[src/rtl/spi_tx_feeder.sv]
`default_nettype none
// ============================================================================
// Module   : spi_tx_feeder
// Purpose  : Byte FIFO that feeds a downstream SPI master one byte at a time,
//            pacing requests off the master's slave-select with an idle gap.
// Options  : SPI_FEEDER_TIMEOUT_EN adds a 1024-cycle abort on the WAIT states
//            and the timeout output.
// Revision : 1.0 - initial release
// ============================================================================
module spi_tx_feeder #(
   parameter int DEPTH    = 8,
   parameter int GAP_CLKS = 4
) (
   input  logic       clk,
   input  logic       reset,
   input  logic       wr_en,
   input  logic [7:0] wr_data,
   output logic       full,
   output logic       empty,
   output logic [4:0] level,
   output logic       spi_start,
   output logic [7:0] spi_data,
   input  logic       spi_ss,
`ifdef SPI_FEEDER_TIMEOUT_EN
   output logic       timeout,
`endif
   output logic       busy,
   output logic       overflow
);

   localparam int         c_AW       = $clog2(DEPTH);
   localparam logic [4:0] c_DEPTH    = 5'(DEPTH);
   localparam logic [7:0] c_GAP_LAST = 8'(GAP_CLKS - 1);

   localparam logic [2:0] c_IDLE      = 3'd0;
   localparam logic [2:0] c_START     = 3'd1;
   localparam logic [2:0] c_WAIT_LOW  = 3'd2;
   localparam logic [2:0] c_WAIT_HIGH = 3'd3;
   localparam logic [2:0] c_GAP       = 3'd4;

   logic [7:0]      r_mem [DEPTH];
   logic [c_AW-1:0] r_wr_ptr;
   logic [c_AW-1:0] r_rd_ptr;
   logic [4:0]      r_level;
   logic            r_overflow;
   logic [2:0]      r_state;
   logic [7:0]      r_gap_cnt;
   logic            r_spi_start;
   logic [7:0]      r_spi_data;

   logic            w_full;
   logic            w_empty;
   logic            w_push;
   logic            w_pop;
   logic            w_abort;

   assign w_full  = (r_level == c_DEPTH);
   assign w_empty = (r_level == 5'd0);
   assign w_push  = wr_en && !w_full;
   // The only pop is the IDLE->START hand-off of the FIFO head.
   assign w_pop   = (r_state == c_IDLE) && !w_empty;

   always_ff @(posedge clk) begin
      if (w_push) begin
         r_mem[r_wr_ptr] <= wr_data;
      end
   end

   always_ff @(posedge clk or posedge reset) begin
      if (reset) begin
         r_wr_ptr   <= '0;
         r_rd_ptr   <= '0;
         r_level    <= 5'd0;
         r_overflow <= 1'b0;
      end else begin
         if (w_push) begin
            r_wr_ptr <= r_wr_ptr + c_AW'(1);
         end
         if (w_pop) begin
            r_rd_ptr <= r_rd_ptr + c_AW'(1);
         end
         case ({w_push, w_pop})
            2'b10:   r_level <= r_level + 5'd1;
            2'b01:   r_level <= r_level - 5'd1;
            default: r_level <= r_level;
         endcase
         if (wr_en && w_full) begin
            r_overflow <= 1'b1;
         end
      end
   end

`ifdef SPI_FEEDER_TIMEOUT_EN
   logic [9:0] r_to_cnt;
   logic       r_timeout;
   logic       w_stall;

   // Counts consecutive cycles spent waiting for the awaited spi_ss level.
   assign w_stall = ((r_state == c_WAIT_LOW) && spi_ss) ||
                    ((r_state == c_WAIT_HIGH) && !spi_ss);
   assign w_abort = w_stall && (r_to_cnt == 10'h3FF);

   always_ff @(posedge clk or posedge reset) begin
      if (reset) begin
         r_to_cnt  <= 10'd0;
         r_timeout <= 1'b0;
      end else begin
         r_timeout <= w_abort;
         r_to_cnt  <= w_stall ? (r_to_cnt + 10'd1) : 10'd0;
      end
   end

   assign timeout = r_timeout;
`else
   assign w_abort = 1'b0;
`endif

   always_ff @(posedge clk or posedge reset) begin
      if (reset) begin
         r_state     <= c_IDLE;
         r_gap_cnt   <= 8'd0;
         r_spi_start <= 1'b0;
         r_spi_data  <= 8'h00;
      end else begin
         r_spi_start <= 1'b0;
         case (r_state)
            c_IDLE: begin
               if (w_pop) begin
                  r_state     <= c_START;
                  r_spi_start <= 1'b1;
                  r_spi_data  <= r_mem[r_rd_ptr];
               end
            end
            c_START: begin
               r_state <= c_WAIT_LOW;
            end
            c_WAIT_LOW: begin
               if (!spi_ss) begin
                  r_state <= c_WAIT_HIGH;
               end else if (w_abort) begin
                  r_state <= c_IDLE;
               end
            end
            c_WAIT_HIGH: begin
               if (spi_ss) begin
                  r_state   <= c_GAP;
                  r_gap_cnt <= 8'd0;
               end else if (w_abort) begin
                  r_state <= c_IDLE;
               end
            end
            c_GAP: begin
               if (r_gap_cnt == c_GAP_LAST) begin
                  r_state <= c_IDLE;
               end else begin
                  r_gap_cnt <= r_gap_cnt + 8'd1;
               end
            end
            default: begin
               r_state <= c_IDLE;
            end
         endcase
      end
   end

   assign full      = w_full;
   assign empty     = w_empty;
   assign level     = r_level;
   assign overflow  = r_overflow;
   assign spi_start = r_spi_start;
   assign spi_data  = r_spi_data;
   assign busy      = (r_state != c_IDLE);

endmodule
`default_nettype wire

[config.mk]
export PLATFORM = sky130hd
export DESIGN_NAME = spi_tx_feeder
export DESIGN_NICKNAME = d
export VERILOG_FILES = /design/src/rtl/spi_tx_feeder.sv
export SDC_FILE = /design/constraint.sdc
export NUM_CORES = 1
export LEC_CHECK = 0
export CAP_MARGIN = 20
export CELL_PAD_IN_SITES_DETAIL_PLACEMENT = 0
export CELL_PAD_IN_SITES_GLOBAL_PLACEMENT = 1
export CORE_ASPECT_RATIO = 0.75
export CORE_UTILIZATION = 44
export DETAILED_ROUTE_END_ITERATION = 7
export PLACE_DENSITY_LB_ADDON = 0.1
export SYNTH_ARGS = -nofsm -noshare
export SYNTH_HDL_FRONTEND = slang
export SYNTH_SLANG_ARGS = --single-unit
[constraint.sdc]
create_clock -name clk -period 2.73 [get_ports clk]
set_input_delay 0.546 -clock clk [delete_from_list [all_inputs] [get_ports clk]]
set_output_delay 0.546 -clock clk [all_outputs]
set_load 0.01 [all_outputs]
Yosys cells after proc, flatten, opt, wreduce, memory -nomap -nowiden
Memory sizes are Yosys's and may differ from the RTL's. A register that Yosys moved wholly into a read port is not among the register bits.
Cells that the tools add are included.
- bits in registers: 24
- latch bits: 0
- memory bits (writable): 64
- bits in read-only memories: 0
- bits of input ports: 12
- output and inout bits: 18
- logic and storage cells: 52
- memories kept: 1
- add/sub/neg operators: 5
- multipliers: 0
- divide/modulo/power cells: 0
- magnitude comparators: 0
- equality and inequality tests: 13
- shift-type cells: 0
- mux-type cells: 13
- bitwise operators: 0
- reduce and logical (&&, ||, !) cells: 13
- memory list (name ; depth ; bits a word ; read ports ; clocked after memory_dff ; wr ports ; RTL line ; text):
    r_mem ; 8 ; 8 ; 1 ; 1 ; 1 ; 41 ; logic [7:0] r_mem [DEPTH];
- operators by type and width (kind ; number):
    two-way mux 8 bit ; 2
    one-hot mux 8 bit (2 select lines) ; 1
    one-hot mux 3 bit (5 select lines) ; 1
    two-way mux 3 bit ; 4
    inequality test 2 bit (second input constant) ; 5
    one-hot mux 5 bit (2 select lines) ; 1
    adder 8 x 1 -> 8 bit (second input constant) ; 1
    == test 8 x 2 -> 1 bit (second input constant) ; 1
    adder 3 x 1 -> 3 bit (second input constant) ; 2
    == test 3 x 2 -> 1 bit (second input constant) ; 2
    adder 5 x 1 -> 5 bit (second input constant) ; 1
    == test 5 x 4 -> 1 bit (second input constant) ; 1
    logical NOT 5 bit ; 1
    subtractor 5 x 1 -> 5 bit (second input constant) ; 1
    two-way mux 1 bit ; 4
    AND reduction 4 bit ; 1
    nonzero test 2 bit ; 2
    == test 3 x 1 -> 1 bit (second input constant) ; 1
    == test 3 bit (second input constant) ; 1
    logical AND 1 bit ; 3
    logical NOT 3 bit ; 1
    AND reduction 3 bit ; 1
    nonzero test 3 bit ; 1
    == test 2 x 1 -> 1 bit (second input constant) ; 1
    3 further kinds ; 4

Logic depth before layout (Yosys ltp)
- word-level depth: 5
- gate-level depth with buffers: 11
- mapped depth without buffers: 10

Worst setup path before layout
OpenSTA, ideal clock, no wires.
- path kind: register to register
- start: register r_level[0], in the netlist level[0]
- end: register r_level[4], in the netlist level[4]
- library setup time: 126 ps
- arrival: 2754 ps
- data required time: 2604 ps
- path slack: -150 ps
- cell stages (with the launch flop): 11
- buffers on the path: 1
- period minus slack after synthesis: 2880 ps
- cells stage by stage: dfrtp_1 > or4_1 > o21bai_1 > buf_2 > inv_1 > ha_1 > ha_1 > nor2b_1 > o21a_1 > o21a_1 > a311o_1
- cells in the longest elaborated chain, start to end: 5
- elaborated cells between the ends (all ways): 12
- classes of those cells: 2 x add/sub; 3 x eq/ne; 1 x mux; 6 x reduce/logical
- ends and longest elaborated chain (item ; RTL line ; text):
    from (decl) ; 44 ; logic [4:0] r_level;
    from (signal assigned) ; 83 ; 2'b10: r_level <= r_level + 5'd1;
    from (signal assigned) ; 84 ; 2'b01: r_level <= r_level - 5'd1;
    from (signal assigned) ; 85 ; default: r_level <= r_level;
    logical NOT 5 bit (*) ; 58 ; assign w_empty = (r_level == 5'd0);
    logical NOT 1 bit (*) ; 61 ; assign w_pop = (r_state == c_IDLE) && !w_empty;
    logical AND 1 bit (*) ; 61 ;
    via w_pop ; 54 ; logic w_pop;
    == test 2 x 1 -> 1 bit or == test 2 bit (tied branches) ; 82 ; case ({w_push, w_pop})
    one-hot mux 5 bit (2 select lines) or nonzero test 2 bit (tied branches) ; - ;
The timed path passes the listed nets; every way through them passes the cells marked *.
A chain may end at the register's enable or synchronous reset.

Final worst setup path
Ends and elaborated chain as after synthesis.

==> key figures <==
Status
  • Status: finished, final reports clean

Detailed routing
  • DRC: 0
  • Vias per Instance: 5.27
  • Drt initial violations: 109
  • Vias post-DR: 2207
  • WL final: 7230 um
  • Drt wl/cell: 17.3 um
  • Post-DRT Antenna Nets: 0
  • TritonRoute pass-1 iters: 6

Clock network
  • Clk Latency, worst-skew pair: 330 ps
  • Cts bufs inserted: 9
  • Post-cts hold buffer count: 0
  • CTS Buffer Depth: 2
  • H-tree Lvls: 3
  • # clock sinks: 96
  • CTS tree: yes
  • Clk slew on worst S/H paths: 60 ps
  • Clk root buf: clkbuf_16

STA
  • RSZ-0062 raised after global routing: false
  • Fmax: 0.384 GHz
  • Period utilization: 95.4%
  • Slew Viols, Final: 0
  • Min Tclk post-route: 2600 ps
  • Max-slew headroom: 44.7%
  • Clock Skews: 8.05 ps
  • Final hold viol count: 0
  • Final setup fails: 0
  • Setup TNS: 0 ps
  • Measured slew at the worst slew-check pin: 830 ps

Place
  • Cells after DPL: 403
  • RePlAce Congestion: 0.790
  • Hpwl dp: 4740 um
  • Number of I/O port buffers: 29

Worst hold path
  • Hold_sp: overflow
  • Hold depth: 1
  • Worst min path class: register to register
  • Hold endpoint: overflow

Worst setup path
  • Reg2Reg Setup Slack: 130 ps
  • CP endpoint kind: register
  • Reg2Reg Depth: 9
  • Critical Path RT: 2940 ps
  • Crit Path Class: register to register
  • Critical path arrival: 2820 ps
  • Max FO, Critical Path: 6
  • RR Endpoint: level[4]
  • RR Startpoint: level[0]
  • Crit start category: register

Floorplanning
  • Site Rows: 29
  • DIE WIDTH: 112 um
  • IO Pins: 30
  • Starting Density: 46.3%
  • Die area: 9480 sq um
  • Die Height: 84.6 um
  • Core area: 8640 sq um

Logic synthesis
  • Synth warnings: 0
  • FF+latch count, synth: 96
  • Post-Synthesis Cell Area: 4000 sq um
  • Post-synthesis average cell area: 15.9 sq um
  • Unique cell type count in the Yosys netlist: 46
  • Cells after Synth: 252
  • Sequential fraction of the synthesis area: 68.1%
  • Syn_nets: 272

Power and ir drop
  • Pwr dens: 1100 nW/um^2
  • VDD IR max: 0.528 mV
  • Design Power: 0.00544 W
  • P_leak: 1.85 nW

Final layout
  • Area of the multi-input gates: 1240 sq um
  • Layout Nets: 326
  • Final Instance Count excl. Fillers: 419
  • Number of antenna diodes: 0
  • Fillcell total: 710
  • Storage cell area: 2720 sq um
  • Area grow syn2layout: 23.2%
  • Layout cells sized above 1: 21.5%

Global routing
  • Largest net degree at the start of global routing: 33
  • Grt ovf: 0
  • Initial antenna violation count: 0
  • Vias in the first global route: 2213
  • First-pass GRT wire length: 11700 um
  • Total track usage: 16.9%

Flow run
  • Max-cap violations: 0
## timing repair
action	4_1_cts	5_1_grt
gates resized for setup	0	2
buffers inserted	0	0
endpoints found under the setup margin	0	1
## cell families (layout without fill, tap and decap cells)
group / after synthesis / count (layout) / share of synthesized area (%)
XOR/XNOR: 7 / 7 / 1.53
AND/OR/NAND/NOR: 62 / 62 / 8.04
AO/OA/AOI/OAI: 34 / 34 / 5.88
multiplexers: 28 / 28 / 12.1
adder cells (fa/ha/maj): 8 / 8 / 2.69
buffers and inverters: 17 / 76 / 1.72
flip-flops: 96 / 96 / 68.1
## power by group
group	total [W]	switching [W]	internal, W
clock network	0.00137	0.000486	0.000884
logic	0.00185	0.000843	0.00101
registers	0.00222	0.000295	0.00193
## cell usage after synthesis (all sizes together)
cell     count  area share, %
edfxtp      64             48
dfrtp       32             20
nand2       17            1.6
mux4        16            9.0
o21ai       14            1.8
nor2        12            1.1
mux2i       10            2.5
inv          9           0.84
ha           7            2.2
nand3        7           0.88
buf          6           0.69
nor3         6           0.75
a21oi        5           0.63
nand2b       4           0.63
xor2         4           0.88
and3         3           0.50
o21a         3           0.56
xnor2        3           0.66
a21boi       2           0.38
a21o         2           0.38
and2         2           0.38
clkbuf       2           0.19
mux2         2           0.56
nor3b        2           0.50
or3          2           0.31
or4          2           0.38
a211o        1           0.25
a2bb2oi      1           0.22
a311o        1           0.25
a31oi        1           0.16
fa           1           0.50
nor2b        1           0.16
nor4         1           0.16
o211ai       1           0.19
o21bai       1           0.19
o22a         1           0.25
o41ai        1           0.69
or2          1           0.16
or2b         1           0.19
or4b         1           0.34
## layout by cell type, fill, tap and decap left out, drive strengths merged, types with 9 or more instances in the layout
| cell | instances |
|---|---|
| dfrtp | 32 |
| clkbuf | 14 |
| nor2 | 12 |
| nand2 | 17 |
| edfxtp | 64 |
| buf | 22 |
| clkdlybuf4s50 | 29 |
| mux4 | 16 |
| mux2i | 10 |
| inv | 9 |
| o21ai | 14 |
## registers in the layout, summed over array words and instances (netlist names)
name,flops
r_rd_ptr,3
spi_data,8
r_mem,64
spi_start,1
r_gap_cnt,8
r_state,3
r_wr_ptr,3
level,5
overflow,1
## through the flow
step / worst slack (ps) / hold WS, ps / utilization [%] / cell area [sq um]
floorplan: 29.7 / 457 / - / 4020
global placement: 20.3 / 442 / 53.0 / 4580
detailed placement: -0.0719 / 446 / 53.0 / 4580
CTS: 46.8 / 465 / 56.9 / 4910
global route: 16.1 / 500 / 57.1 / 4930
finish: 127 / 464 / 57.1 / 4930
## metal layers
| metal | track usage, % | share of wire (%) | vias to the layer above |
|---|---|---|---|
| li1 | - | - | 1070 |
| met1 | 24.3 | 53 | 1104 |
| met2 | 24.6 | 44 | 28 |
| met3 | 4.12 | 2.3 | 5 |
| met4 | 7.27 | 0.98 | 0 |
| met5 | 0 | 0 | - |
## worst max-delay path, cell delays in order (launching register included)
cell and delay (ps):
dfrtp_2 420, or4_4 540, o21bai_1 190, inv_1 110
ha_4 200, ha_4 220, nor2b_1 130, o21a_1 200
o21a_1 180, a311o_1 300
## worst max-delay path by stage
stage / start / to / depth (start not counted) / slack (ps)
after detailed placement: wr_en / level[4] / 10 / -0.07
after CTS: level[0] / level[4] / 10 / 50
after floorplan: level[0] / level[4] / 10 / 30
after global routing: level[0] / level[4] / 10 / 20
after global placement: wr_en / level[4] / 10 / 20
final: level[0] / level[4] / 9 / 130
## layout make-up
cell class	instances	area share (%)
timing repair buffer	51	9.24
sequential	96	55.3
clock inverter	2	1.22
tap	108	2.74
inverter	9	0.686
clock buffer	14	5.59
multi-input combinational	139	25.2
Power figures use the tool's default switching activity.
